<file path="config.mk">
export PLATFORM = sky130hd
export DESIGN_NAME = ps2_key_decoder
export DESIGN_NICKNAME = d
export VERILOG_FILES = /design/src/rtl/ps2_key_decoder.sv
export SDC_FILE = /design/constraint.sdc
export NUM_CORES = 1
export LEC_CHECK = 0
export ABC_CLOCK_PERIOD_IN_PS = 1700
export CAP_MARGIN = 25
export CORE_MARGIN = 4
export CORE_UTILIZATION = 49
export DETAILED_ROUTE_END_ITERATION = 10
export PLACE_DENSITY_LB_ADDON = 0.15
export RECOVER_POWER = 25
export SYNTH_ARGS = -nofsm -noshare
export SYNTH_HDL_FRONTEND = slang
export SYNTH_SLANG_ARGS = --single-unit
</file>
<file path="constraint.sdc">
create_clock -name clk -period 1.7 [get_ports clk]
set_input_delay 0.34 -clock clk [delete_from_list [all_inputs] [get_ports clk]]
set_output_delay 0.34 -clock clk [all_outputs]
set_load 0.05 [all_outputs]
</file>
<file path="src/rtl/ps2_key_decoder.sv">
// ps2_key_decoder: pops bytes from the ps2_keyboard FIFO and parses PS/2 set-2
// scan-code sequences (E0 extended prefix, F0 break prefix) into one-cycle key
// events. It tracks the held key and counts distinct presses.
// Optional feature: define KBD_ASCII_EN to build the scan-code to ASCII lookup;
// without it key_ascii is tied to 8'h00.
module ps2_key_decoder #(
  parameter int CNT_W       = 8,
  parameter int TIMEOUT_CYC = 1000000
) (
  input  logic             clk,
  input  logic             rst,
  input  logic [7:0]       data,
  input  logic             ready,
  input  logic             overflow,
  output logic             nextdata_n,
  output logic             key_valid,
  output logic [7:0]       key_code,
  output logic             key_break,
  output logic             key_ext,
  output logic [7:0]       key_ascii,
  output logic             key_held,
  output logic [CNT_W-1:0] key_count,
  output logic             ovf_sticky
);

  // The prefix timeout counter runs 0 .. TIMEOUT_CYC-1 and fires on the last value
  localparam int TMO_W = (TIMEOUT_CYC < 2) ? 1 : $clog2(TIMEOUT_CYC);
  localparam logic [TMO_W-1:0] TMO_LAST = TMO_W'(TIMEOUT_CYC - 1);

  typedef enum logic [1:0] {
    S_IDLE,
    S_POP,
    S_DEC
  } state_t;

  state_t           state;
  state_t           state_next;
  logic             pop_n_next;
  logic             capture_en;
  logic             decode_en;

  logic [7:0]       byte_r;
  logic             ext_r;
  logic             brk_r;
  logic [TMO_W-1:0] tmo_cnt;
  logic [7:0]       held_code;
  logic             held_ext;

  logic             is_e0;
  logic             is_f0;
  logic             is_prefix;
  logic             held_match;
  logic             ev_release;
  logic             ev_press;
  logic             tmo_hit;

  // FSM state register
  always_ff @(posedge clk) begin
    if (rst) begin
      state <= S_IDLE;
    end else begin
      state <= state_next;
    end
  end

  // Next-state logic: a byte takes one cycle each in IDLE, POP and DEC
  always_comb begin
    state_next = state;
    pop_n_next = 1'b1;
    capture_en = 1'b0;
    decode_en  = 1'b0;
    case (state)
      S_IDLE: begin
        if (ready) begin
          capture_en = 1'b1;
          pop_n_next = 1'b0;
          state_next = S_POP;
        end
      end
      S_POP: begin
        state_next = S_DEC;
      end
      S_DEC: begin
        decode_en  = 1'b1;
        state_next = S_IDLE;
      end
      default: begin
        state_next = S_IDLE;
      end
    endcase
  end

  // Classify the captured byte against the prefix flags and the held key
  always_comb begin
    is_e0      = (byte_r == 8'hE0);
    is_f0      = (byte_r == 8'hF0);
    is_prefix  = is_e0 | is_f0;
    held_match = key_held && (held_code == byte_r) && (held_ext == ext_r);
    ev_release = decode_en && !is_prefix && brk_r;
    ev_press   = decode_en && !is_prefix && !brk_r && !held_match;
    tmo_hit    = (ext_r | brk_r) && (tmo_cnt == TMO_LAST);
  end

  // Handshake, prefix tracking, event outputs, held key and press counter
  always_ff @(posedge clk) begin
    if (rst) begin
      nextdata_n <= 1'b1;
      key_valid  <= 1'b0;
      key_code   <= 8'h00;
      key_break  <= 1'b0;
      key_ext    <= 1'b0;
      key_held   <= 1'b0;
      key_count  <= '0;
      ovf_sticky <= 1'b0;
      byte_r     <= 8'h00;
      ext_r      <= 1'b0;
      brk_r      <= 1'b0;
      tmo_cnt    <= '0;
      held_code  <= 8'h00;
      held_ext   <= 1'b0;
    end else begin
      nextdata_n <= pop_n_next;
      key_valid  <= ev_release | ev_press;
      if (overflow) begin
        ovf_sticky <= 1'b1;
      end
      if (capture_en) begin
        byte_r <= data;
      end
      if (decode_en) begin
        tmo_cnt <= '0;
        if (is_e0) begin
          ext_r <= 1'b1;
        end else if (is_f0) begin
          brk_r <= 1'b1;
        end else begin
          ext_r <= 1'b0;
          brk_r <= 1'b0;
        end
        if (ev_release || ev_press) begin
          key_code  <= byte_r;
          key_break <= ev_release;
          key_ext   <= ext_r;
        end
        if (ev_release && held_match) begin
          key_held <= 1'b0;
        end
        if (ev_press) begin
          held_code <= byte_r;
          held_ext  <= ext_r;
          key_held  <= 1'b1;
          key_count <= key_count + CNT_W'(1);
        end
      end else if (ext_r | brk_r) begin
        if (tmo_hit) begin
          ext_r   <= 1'b0;
          brk_r   <= 1'b0;
          tmo_cnt <= '0;
        end else begin
          tmo_cnt <= tmo_cnt + TMO_W'(1);
        end
      end
    end
  end

`ifdef KBD_ASCII_EN
  // Set-2 scan code to ASCII; extended codes have no ASCII meaning
  function automatic logic [7:0] ascii_of(input logic [7:0] code, input logic ext);
    logic [7:0] a;
    a = 8'h00;
    if (!ext) begin
      case (code)
        8'h1C: a = 8'h61;  8'h32: a = 8'h62;  8'h21: a = 8'h63;  8'h23: a = 8'h64;
        8'h24: a = 8'h65;  8'h2B: a = 8'h66;  8'h34: a = 8'h67;  8'h33: a = 8'h68;
        8'h43: a = 8'h69;  8'h3B: a = 8'h6A;  8'h42: a = 8'h6B;  8'h4B: a = 8'h6C;
        8'h3A: a = 8'h6D;  8'h31: a = 8'h6E;  8'h44: a = 8'h6F;  8'h4D: a = 8'h70;
        8'h15: a = 8'h71;  8'h2D: a = 8'h72;  8'h1B: a = 8'h73;  8'h2C: a = 8'h74;
        8'h3C: a = 8'h75;  8'h2A: a = 8'h76;  8'h1D: a = 8'h77;  8'h22: a = 8'h78;
        8'h35: a = 8'h79;  8'h1A: a = 8'h7A;
        8'h45: a = 8'h30;  8'h16: a = 8'h31;  8'h1E: a = 8'h32;  8'h26: a = 8'h33;
        8'h25: a = 8'h34;  8'h2E: a = 8'h35;  8'h36: a = 8'h36;  8'h3D: a = 8'h37;
        8'h3E: a = 8'h38;  8'h46: a = 8'h39;
        8'h29: a = 8'h20;  8'h5A: a = 8'h0D;  8'h66: a = 8'h08;
        default: a = 8'h00;
      endcase
    end
    return a;
  endfunction

  // ASCII output is registered alongside the other event fields
  always_ff @(posedge clk) begin
    if (rst) begin
      key_ascii <= 8'h00;
    end else if (ev_release || ev_press) begin
      key_ascii <= ascii_of(byte_r, ext_r);
    end
  end
`else
  assign key_ascii = 8'h00;
`endif

endmodule

</file>
== After elaboration in Yosys (flattened, before gate mapping) ==
Cells that the tools add are included.
Widths: inputs -> output; s select.

* Register bits: 63
* Word-level logic and storage cells: 71

* Reduce and logical (&&, ||, !) cells: 23
* Equality and inequality tests: 10
* Mux-type cells: 17
* $add $sub $neg: 2
* Bitwise operators: 4

{| class="wikitable"
|+ Operators with widths
! cell !! number
|-
| $add 20x1->20 const B || 1
|-
| $eq 20x20->1 const B || 1
|-
| $mux 20 || 1
|-
| $eq 8x8->1 const B || 2
|-
| $mux 1 || 14
|-
| $add 8x1->8 const B || 1
|-
| $eq 8x8->1 || 1
|-
| $logic_and 1x1->1 || 8
|-
| $reduce_and 2->1 || 3
|-
| $reduce_and 3->1 || 2
|-
| $reduce_bool 2->1 || 3
|-
| $ne 2x2->1 const B || 2
|-
| $pmux 2 s2 || 1
|-
| $reduce_or 2->1 || 2
|-
| $logic_not 1->1 || 3
|-
| $ne 3x3->1 const B || 1
|-
| $or 1x1->1 || 3
|-
| $eq 2x1->1 const B || 1
|-
| $eq 2x2->1 const B || 1
|-
| $logic_not 2->1 || 1
|-
| $mux 2 || 1
|-
| $eq 1x1->1 || 1
|-
| $logic_or 1x1->1 || 1
|-
| $not 1->1 || 1
|}

== Logic depth before layout (Yosys ltp) ==
Gate-level depths: netlist of run 1.

* Depth in word-level cells: 8
* Gate-level depth with buffers: 7
* Depth with buffers taken out: 6

== Worst setup path after synthesis of run 1 ==
No wires, ideal clock.

* Path kind: flip-flop to flip-flop
* Start point: register key_count[2]
* End point: register key_count[7]
* Data arrival time: 1.751 ns
* Setup slack: -0.121 ns
* Data required time: 1.630 ns
* Cell stages (with the launch flop): 6
* Path buffers: 0
* Setup time: 0.070 ns
* Cells stage by stage: dfxtp_1 nand2_1 nor3b_1 nand4_1 or4_1 a21oi_1

* Cells in the longest elaborated chain, start to end: 1

{| class="wikitable"
|+ Ends and longest elaborated chain
! element !! RTL line !! RTL
|-
| from (decl) || 22 || <nowiki>output logic [CNT_W-1:0] key_count,</nowiki>
|-
| from (signal assigned) || 152 || <nowiki>key_count <= key_count + CNT_W'(1);</nowiki>
|-
| $add 8x1->8 || 152 ||
|}

Every way passes these cells.
A chain may end at the register's enable or synchronous reset.

== Worst setup path in the final report of run 1 ==
* Start point: register byte_r[2]
* End point: register key_valid

* Cells in the longest elaborated chain, start to end: 7
* Elaborated cells between the ends (all ways): 13
* Those cells by class: eq/ne (3); bitwise (2); reduce/logical (8)

{| class="wikitable"
|+ Ends and longest elaborated chain
! element !! RTL line !! RTL
|-
| from (decl) || 42 || <nowiki>logic [7:0] byte_r;</nowiki>
|-
| from (signal assigned) || 128 || <nowiki>byte_r <= data;</nowiki>
|-
| $eq 8x8->1, on equally long branches || 95, 96 ||
|-
| $or 1x1->1 || 97 || <nowiki>is_prefix = is_e0 | is_f0;</nowiki>
|-
| $logic_not 1->1 || 99, 100 ||
|-
| $logic_and 1x1->1 || 99, 100 ||
|-
| $logic_and 1x1->1 (2 in series) || 100 || <nowiki>ev_press = decode_en && !is_prefix && !brk_r && !held_match;</nowiki>
|-
| $or 1x1->1 (*) || 123 || <nowiki>key_valid <= ev_release | ev_press;</nowiki>
|-
| to (signal assigned) || 123 ||
|-
| to (decl) || 16 || <nowiki>output logic key_valid,</nowiki>
|}

Every way passes the cells marked *; elsewhere a longest branch is shown, timed or not.

==> results.md, run 1 <==
* RSZ-0062 raised after global routing: yes
* Largest family of logic cells by synthesized area: simple AND/OR/NAND/NOR gates
* Die width at 84.94 um
* Status: finished, violations left
* Endpoints failing hold at 0
* Final setup viols at 1
* Post-route insts no fill at 446
* Register share of total power at 52.0%
* WHS at 471.4 ps
* Most common cell after layout, fill and taps aside: dfxtp_1
* Share of layout cells above drive strength 1 at 27.27%
* Avg Inst Size Synth at 9.356 um^2
* First-pass GRT wire length at 10240 um
* Die area at 7214 um^2
* DR WL met3 at 270 um
* Synth-to-layout area growth at 29.51%
* CTS Buf Count at 9
* Buf/Inv on CP at 1
* Die Ht at 84.94 um
* Xor-xnor portion of the synthesized cell area at 8.154%
* Final nets at 383
* Synthesized cell area at 2900 um^2
* Via count at 2246
* Met2 WL at 2832 um
* Ranking of synthesized cells by area: dfxtp_1 (43%), mux2i_1 (9.3%), nand2b_1 (6.9%)
* CP most frequent cell: o21a_1
* CTS Root Cell: clkbuf_8
* Pre-CTS WS at -33.78 ps
* FFs w/ async S/R, synth at 0%
* Pwr/cell area at 783.1 nW/um^2
* H-tree Lvls at 3
* GRT Total Usage at 17.46%
* Delay-heaviest family, CP: simple AND/OR/NAND/NOR gates
* Worst skew pair latency at 330 ps
* Vias in the first global route at 2270
* Placed cells at 424
* Simple logic cell fraction of the synthesized area at 27.18%
* Peak VDD IR at 0.5326 mV
* Final core utilization at 66.98%
* Top cell type's share of synthesized area at 43.49%
* Failing checks: negative setup slack
* Max Freq at 0.5847 GHz
* Commonest cells after routing, fill and taps aside: dfxtp_1 (45), nor2_1 (41), buf_4 (41), nand2b_1 (31), mux2i_1 (27)
* Max Buffers Root-to-Sink at 2
* Core area at 5608 um^2
* Max-slew violations at 0
* Combinational cell fraction of total power at 11.9%
* Crit path largest cell delay at 550 ps
* DR WL/cell at 13.55 um
* Adder-Cell Fraction of Synth Area at 0.8628%
* Ports at 42
* Ant diodes at 0
* Count of cell types in the netlist at 45
* Routed Antenna Nets at 0
* Mux contribution to synthesized area at 10.48%
* Area leader, netlist: dfxtp_1
* Max_cap viols at 0
* Final TNS setup at -10.24 ps
* CP Launch Type: flip-flop
* Cell Chain, Critical Path: or4b_4 > o21a_1 > o21a_1 > buf_4 > nor2b_1
* Final worst path period share at 100.6%
* Largest fanout on the critical path at 4
* Synth Area in Compound Gates at 4.918%
* Slowest CP cell: or4b_4
* Sw power at 749.6 uW
* Internal power at 2192 uW
* Leak at 0.001522 uW
* Starting Density at 51.72%
* Synth Warn # at 0
* Port Buffers at 33
* Required @ worst endpoint at 1920 ps
* Number of enable flip-flop cells after synthesis at 0
* GPL Wtd Cong at 0.8230
* Top Metal Used: met4
* CP Class: reg -> reg
* Drt total wl at 6042 um
* Tmin final at 1710 ps
* CTS sink count at 63
* Grt total ovfl at 0
* Yosys reg bits at 63
* Filler instances at 484
* Drt drc at 0
* Critical path capture point type: flip-flop
* Switching share of total power at 25.49%
* Iter 0 DRT Violations at 100
* Drt pass-1 iters at 4
* Clk_skew at 6.386 ps
* Min-Delay Path Class: reg -> reg
* Detailed Place HPWL at 4080 um
* Vias per cell at 5.036
* Critical path data arrival time at 1930 ps
* Largest net degree at the start of global routing at 56
* CTS clk-pin slew, worst paths at 60 ps
* Std-Cell Rows at 27
* Final setup margin at -10.24 ps
* Clock share of power at 36.1%
* Initial antenna violation count at 0
* Metal-1 WL at 2893 um
* Seq/Total Area, Yosys at 43.49%
* Syn Inst Count at 310
* CTS tree: built
* Ys flop type: dfxtp_1
final timing paths:
kind                                   from           to  slack, ps  cells past startpoint
worst max register to register    byte_r[2]    key_valid        -10                      5
worst min register to register  key_code[1]  key_code[1]        470                      2
worst max-delay path              byte_r[2]    key_valid        -10                      5
worst min-delay path            key_code[1]  key_code[1]        470                      2
per-layer routing:
metal  GRT usage, %  vias up
met5              0        -
met4          7.914        0
met3          3.981        5
met2          27.47       37
met1          22.81     1049
li1               -     1155
worst register-to-register path, cell delays in order, from the launching register on:
cell and delay, ps:
dfxtp_4 360, or4b_4 550, o21a_1 230, o21a_1 160
buf_4 170, nor2b_1 120
state kept, by name (all words and copies together), names as in the netlist:
register	cells
ext_r	1
key_break	1
held_ext	1
state	2
held_code	8
byte_r	8
key_held	1
ovf_sticky	1
brk_r	1
nextdata_n	1
key_valid	1
tmo_cnt	20
key_code	8
key_ext	1
key_count	8
synthesized netlist by cell type, drive strengths merged, types with 2 or more instances:
cell / count
clkbuf: 6
nor4: 3
mux2i: 27
nand3: 12
or3: 2
mux2: 3
xnor2: 10
a21oi: 9
nor3: 6
o31ai: 3
inv: 3
dfxtp: 63
o21a: 2
nor2b: 4
and3: 6
xor2: 17
buf: 13
o21ai: 4
nand4: 6
nor3b: 2
or4: 3
nand2: 14
or4b: 2
nor2: 42
nand2b: 32
ha: 2
nand3b: 2
timing repair:
action,4_1_cts,5_1_grt
setup endpoints to repair,14,40
hold buffers,0,0
gates resized for setup,19,24
buffers inserted,2,1
pin swaps,13,13
cloned,1,2
power groups by stage:
| stage | logic (uW) | clock network [uW] | registers, uW |
|---|---|---|---|
| after CTS | 321 | 1090 | 1530 |
| final | 350 | 1060 | 1530 |
| after global placement | 292 | 0 | 1550 |
| after floorplan | 186 | 0 | 1580 |
| after global routing | 378 | 1160 | 1530 |
| after detailed placement | 293 | 0 | 1560 |
cell type report:
type / count / area (um^2) / area share (%)
Clock buffer: 15 / 146.4 / 3.897
Sequential cell: 63 / 1291 / 34.38
Multi-Input combinational cell: 234 / 1695 / 45.14
Clock inverter: 1 / 5.005 / 0.1332
Inverter: 3 / 11.26 / 0.2998
Timing Repair Buffer: 58 / 516.7 / 13.76
Tap cell: 72 / 90.09 / 2.398
stage by stage:
step | total power, uW | instance area, um^2
2_1_floorplan | 1768 | 2930
3_3_place_gp | 1846 | 3351
3_5_place_dp | 1849 | 3351
4_1_cts | 2942 | 3605
5_1_grt | 3065 | 3756
6_report | 2941 | 3756
cell families (layout without fill, tap and decap cells):
logic type	after synthesis	after routing
AO/OA/AOI/OAI	21	21
other	1	8
adder cells (fa/ha/maj)	2	2
buffers and inverters	22	77
AND/OR/NAND/NOR	144	146
multiplexers	30	30
XOR/XNOR	27	27
flip-flops	63	63
Note: power is estimated with default switching activity, not from simulation.
==> run 2, diff against run 1 <==
--- a/config.mk
+++ b/config.mk
@@ -7,6 +7,6 @@
 export LEC_CHECK = 0
-export ABC_CLOCK_PERIOD_IN_PS = 1700
+export ABC_CLOCK_PERIOD_IN_PS = 2200
 export CAP_MARGIN = 25
 export CORE_MARGIN = 4
-export CORE_UTILIZATION = 49
+export CORE_UTILIZATION = 50
 export DETAILED_ROUTE_END_ITERATION = 10
@@ -14,2 +14,3 @@
 export RECOVER_POWER = 25
+export SKIP_LAST_GASP = 1
 export SYNTH_ARGS = -nofsm -noshare
==> constraint.sdc (replaced) <==
create_clock -name clk -period 2.2 [get_ports clk]
set_input_delay 0.22 -clock clk [delete_from_list [all_inputs] [get_ports clk]]
set_output_delay 0.22 -clock clk [all_outputs]
set_load 0.05 [all_outputs]
==> results.md, run 2 (same netlist as run 1, synthesis figures left out) <==
* CTS sink count at 63 (unchanged)
* Required @ worst endpoint at 2420 ps (+500 ps)
* Sw power at 555.1 uW (-26%)
* Endpoints failing hold at 0 (unchanged)
* Hold-fix buffers at CTS at 0 (unchanged)
* Drt drc at 0 (unchanged)
* Cell Chain, Critical Path: clkbuf_1 > o2111a_1 > nand4b_1 > or3_1 > nand2b_1 > buf_4 > nor2_1
* Detailed Place HPWL at 3814 um (-6.5%)
* Die area at 7083 um^2 (-1.8%)
* Std-Cell Rows at 27 (unchanged)
* Vias per cell at 5.149 (+2.2%)
* CTS clk-pin slew, worst paths at 70 ps (about the same)
* Buf/Inv on CP at 2 (+1)
* Final TNS setup at 0 ps (+10.24 ps)
* Max_cap viols at 0 (unchanged)
* First-pass GRT wire length at 9321 um (-9.0%)
* DR WL/cell at 12.88 um (-4.9%)
* Tmin final at 1966 ps (+256.1 ps)
* Drt pass-1 iters at 4 (unchanged)
* Slew HR at 29.55%
* Multi-input logic area at 1526 um^2 (-10%)
* Core area at 5574 um^2 (-0.60%)
* Pre-CTS WS at 252.1 ps (+285.9 ps)
* Pwr/cell area at 653.0 nW/um^2 (-17%)
* Share of layout cells above drive strength 1 at 6.534% (-21 points)
* Port Buffers at 33 (unchanged)
* Crit path largest cell delay at 410 ps (-140 ps)
* CP Class: reg -> reg
* Filler instances at 501 (+3.5%)
* Slowest CP cell: or3_1
* Min-Delay Path Class: in -> reg
* Worst skew pair latency at 330 ps (about the same)
* Starting Density at 52.03% (+0.31 points)
* CTS Buf Count at 9 (unchanged)
* Critical path capture point type: flip-flop
* Status: completed
* Ant diodes at 0 (unchanged)
* Max reg flops at 20 (unchanged)
* Worst slew pin tran at 1057 ps
* Die width at 84.16 um (-0.91%)
* Synth-to-layout area growth at 17.60%
* Clock share of power at 38.1% (+2.0 points)
* RSZ-0062 raised after global routing: no
* Clk_skew at 6.503 ps (+0.1178 ps)
* Combinational cell fraction of total power at 9.0% (-2.9 points)
* Post-route insts no fill at 424 (-4.9%)
* Final setup margin at 233.7 ps (+243.9 ps)
* Via count at 2183 (-2.8%)
* Register share of total power at 52.9% (+0.9 points)
* Drt total wl at 5462 um (-9.6%)
* Hold-critical path depth at 3 (+1)
* Largest fanout on the critical path at 18 (+14)
* Die Ht at 84.16 um (-0.91%)
* Delay-heaviest family, CP: simple AND/OR/NAND/NOR gates
* Final setup viols at 0 (-1)
* Most common cell after layout, fill and taps aside: dfxtp_1
* Register with the most flip-flops: tmo_cnt
* Grt total ovfl at 0 (unchanged)
* GPL Wtd Cong at 0.7832 (-4.8%)
* Critical Path Stages at 7 (+2)
* Initial antenna violation count at 0 (unchanged)
* FF+latch area at 1261 um^2 (-2.3%)
* H-tree Lvls at 3 (unchanged)
* CTS tree: built
* Vias in the first global route at 1994 (-12%)
* Final worst path period share at 89.38% (-11 points)
* GRT Total Usage at 16.20% (-1.3 points)
* Peak VDD IR at 0.4162 mV (-22%)
* Post-cts resize count at 0 (-19)
* Iter 0 DRT Violations at 140 (+40%)
* Routed Antenna Nets at 0 (unchanged)
* Ports at 42 (unchanged)
* Max-slew violations at 0 (unchanged)
* Switching share of total power at 24.92% (-0.57 points)
* Critical path data arrival time at 2180 ps (+250 ps)
* Max Buffers Root-to-Sink at 2 (unchanged)
* Largest net degree at the start of global routing at 29 (-48%)
* CTS Root Cell: clkbuf_8
* Internal power at 1672 uW (-24%)
* Leak at 0.001325 uW (-13%)
* # Post-CTS Setup Buffers at 0 (-2)
* Final nets at 362 (-5.5%)
* Commonest cells after routing, fill and taps aside: dfxtp_1 (63), nor2_1 (42), nand2b_1 (32), mux2i_1 (27), clkdlybuf4s50_1 (26)
* CP Launch Type: flip-flop
* Max Freq at 0.5086 GHz (-13%)
* Placed cells at 409 (-3.5%)
* Cells on worst reg2reg path at 7 (+2)
-- run 2: changes by cell type in the layout (fill, tap and decap cells not counted), sizes merged --
cell and delta:
dlygate4sd3 +7, clkdlybuf4s50 +15, and4b -1, nand2 -1, buf -43, clkbuf +1
-- run 2: layout make-up --
class,instances,share of cell area [%]
Tap cell,72,2.641
Inverter,3,0.3302
Sequential cell,63,36.98
Clock buffer,14,4.475
Multi-Input combinational cell,232,44.75
Clock inverter,1,0.1467
Timing Repair Buffer,39,10.67
-- run 2: final timing paths --
path | end | start | slack [ps]
max | tmo_cnt[15] | ext_r | 230
min | ovf_sticky | overflow | 460
max reg2reg | tmo_cnt[15] | ext_r | 230
min reg2reg | ovf_sticky | ovf_sticky | 460
-- run 2: worst register-to-register path, delay by kind of cell (launching register included) --
family,cells,cell delay [ps]
AND/OR/NAND/NOR,4,710
flip-flops,1,350
AO/OA/AOI/OAI,1,340
buffers and inverters,2,450
-- run 2: per-layer routing --
metal  global-route usage [%]  vias up  part of all wire (%)
met5                        0        -                     0
met4                    7.018        0                   1.8
met3                    4.318        8                   5.2
met2                    22.67       58                    42
met1                    23.30     1004                    51
li1                         -     1113                     -
-- run 2: per-stage QoR --
stage	power (uW)	util, %	area [um^2]	hold WS (ps)
detailed placement	1409	58.56	3264	456.6
finish	2227	61.19	3411	455.8
global route	2324	61.19	3411	480.8
floorplan	1366	-	2927	335.8
CTS	2253	61.39	3422	444.1
global placement	1408	58.56	3264	448.3
-- run 2: power by group through the flow --
stage / Combinational (uW) / Clock [uW] / Sequential [uW]
2_1_floorplan: 144 / 0 / 1220
3_3_place_gp: 204 / 0 / 1200
3_5_place_dp: 205 / 0 / 1200
4_1_cts: 206 / 869 / 1180
5_1_grt: 217 / 925 / 1180
6_report: 201 / 848 / 1180
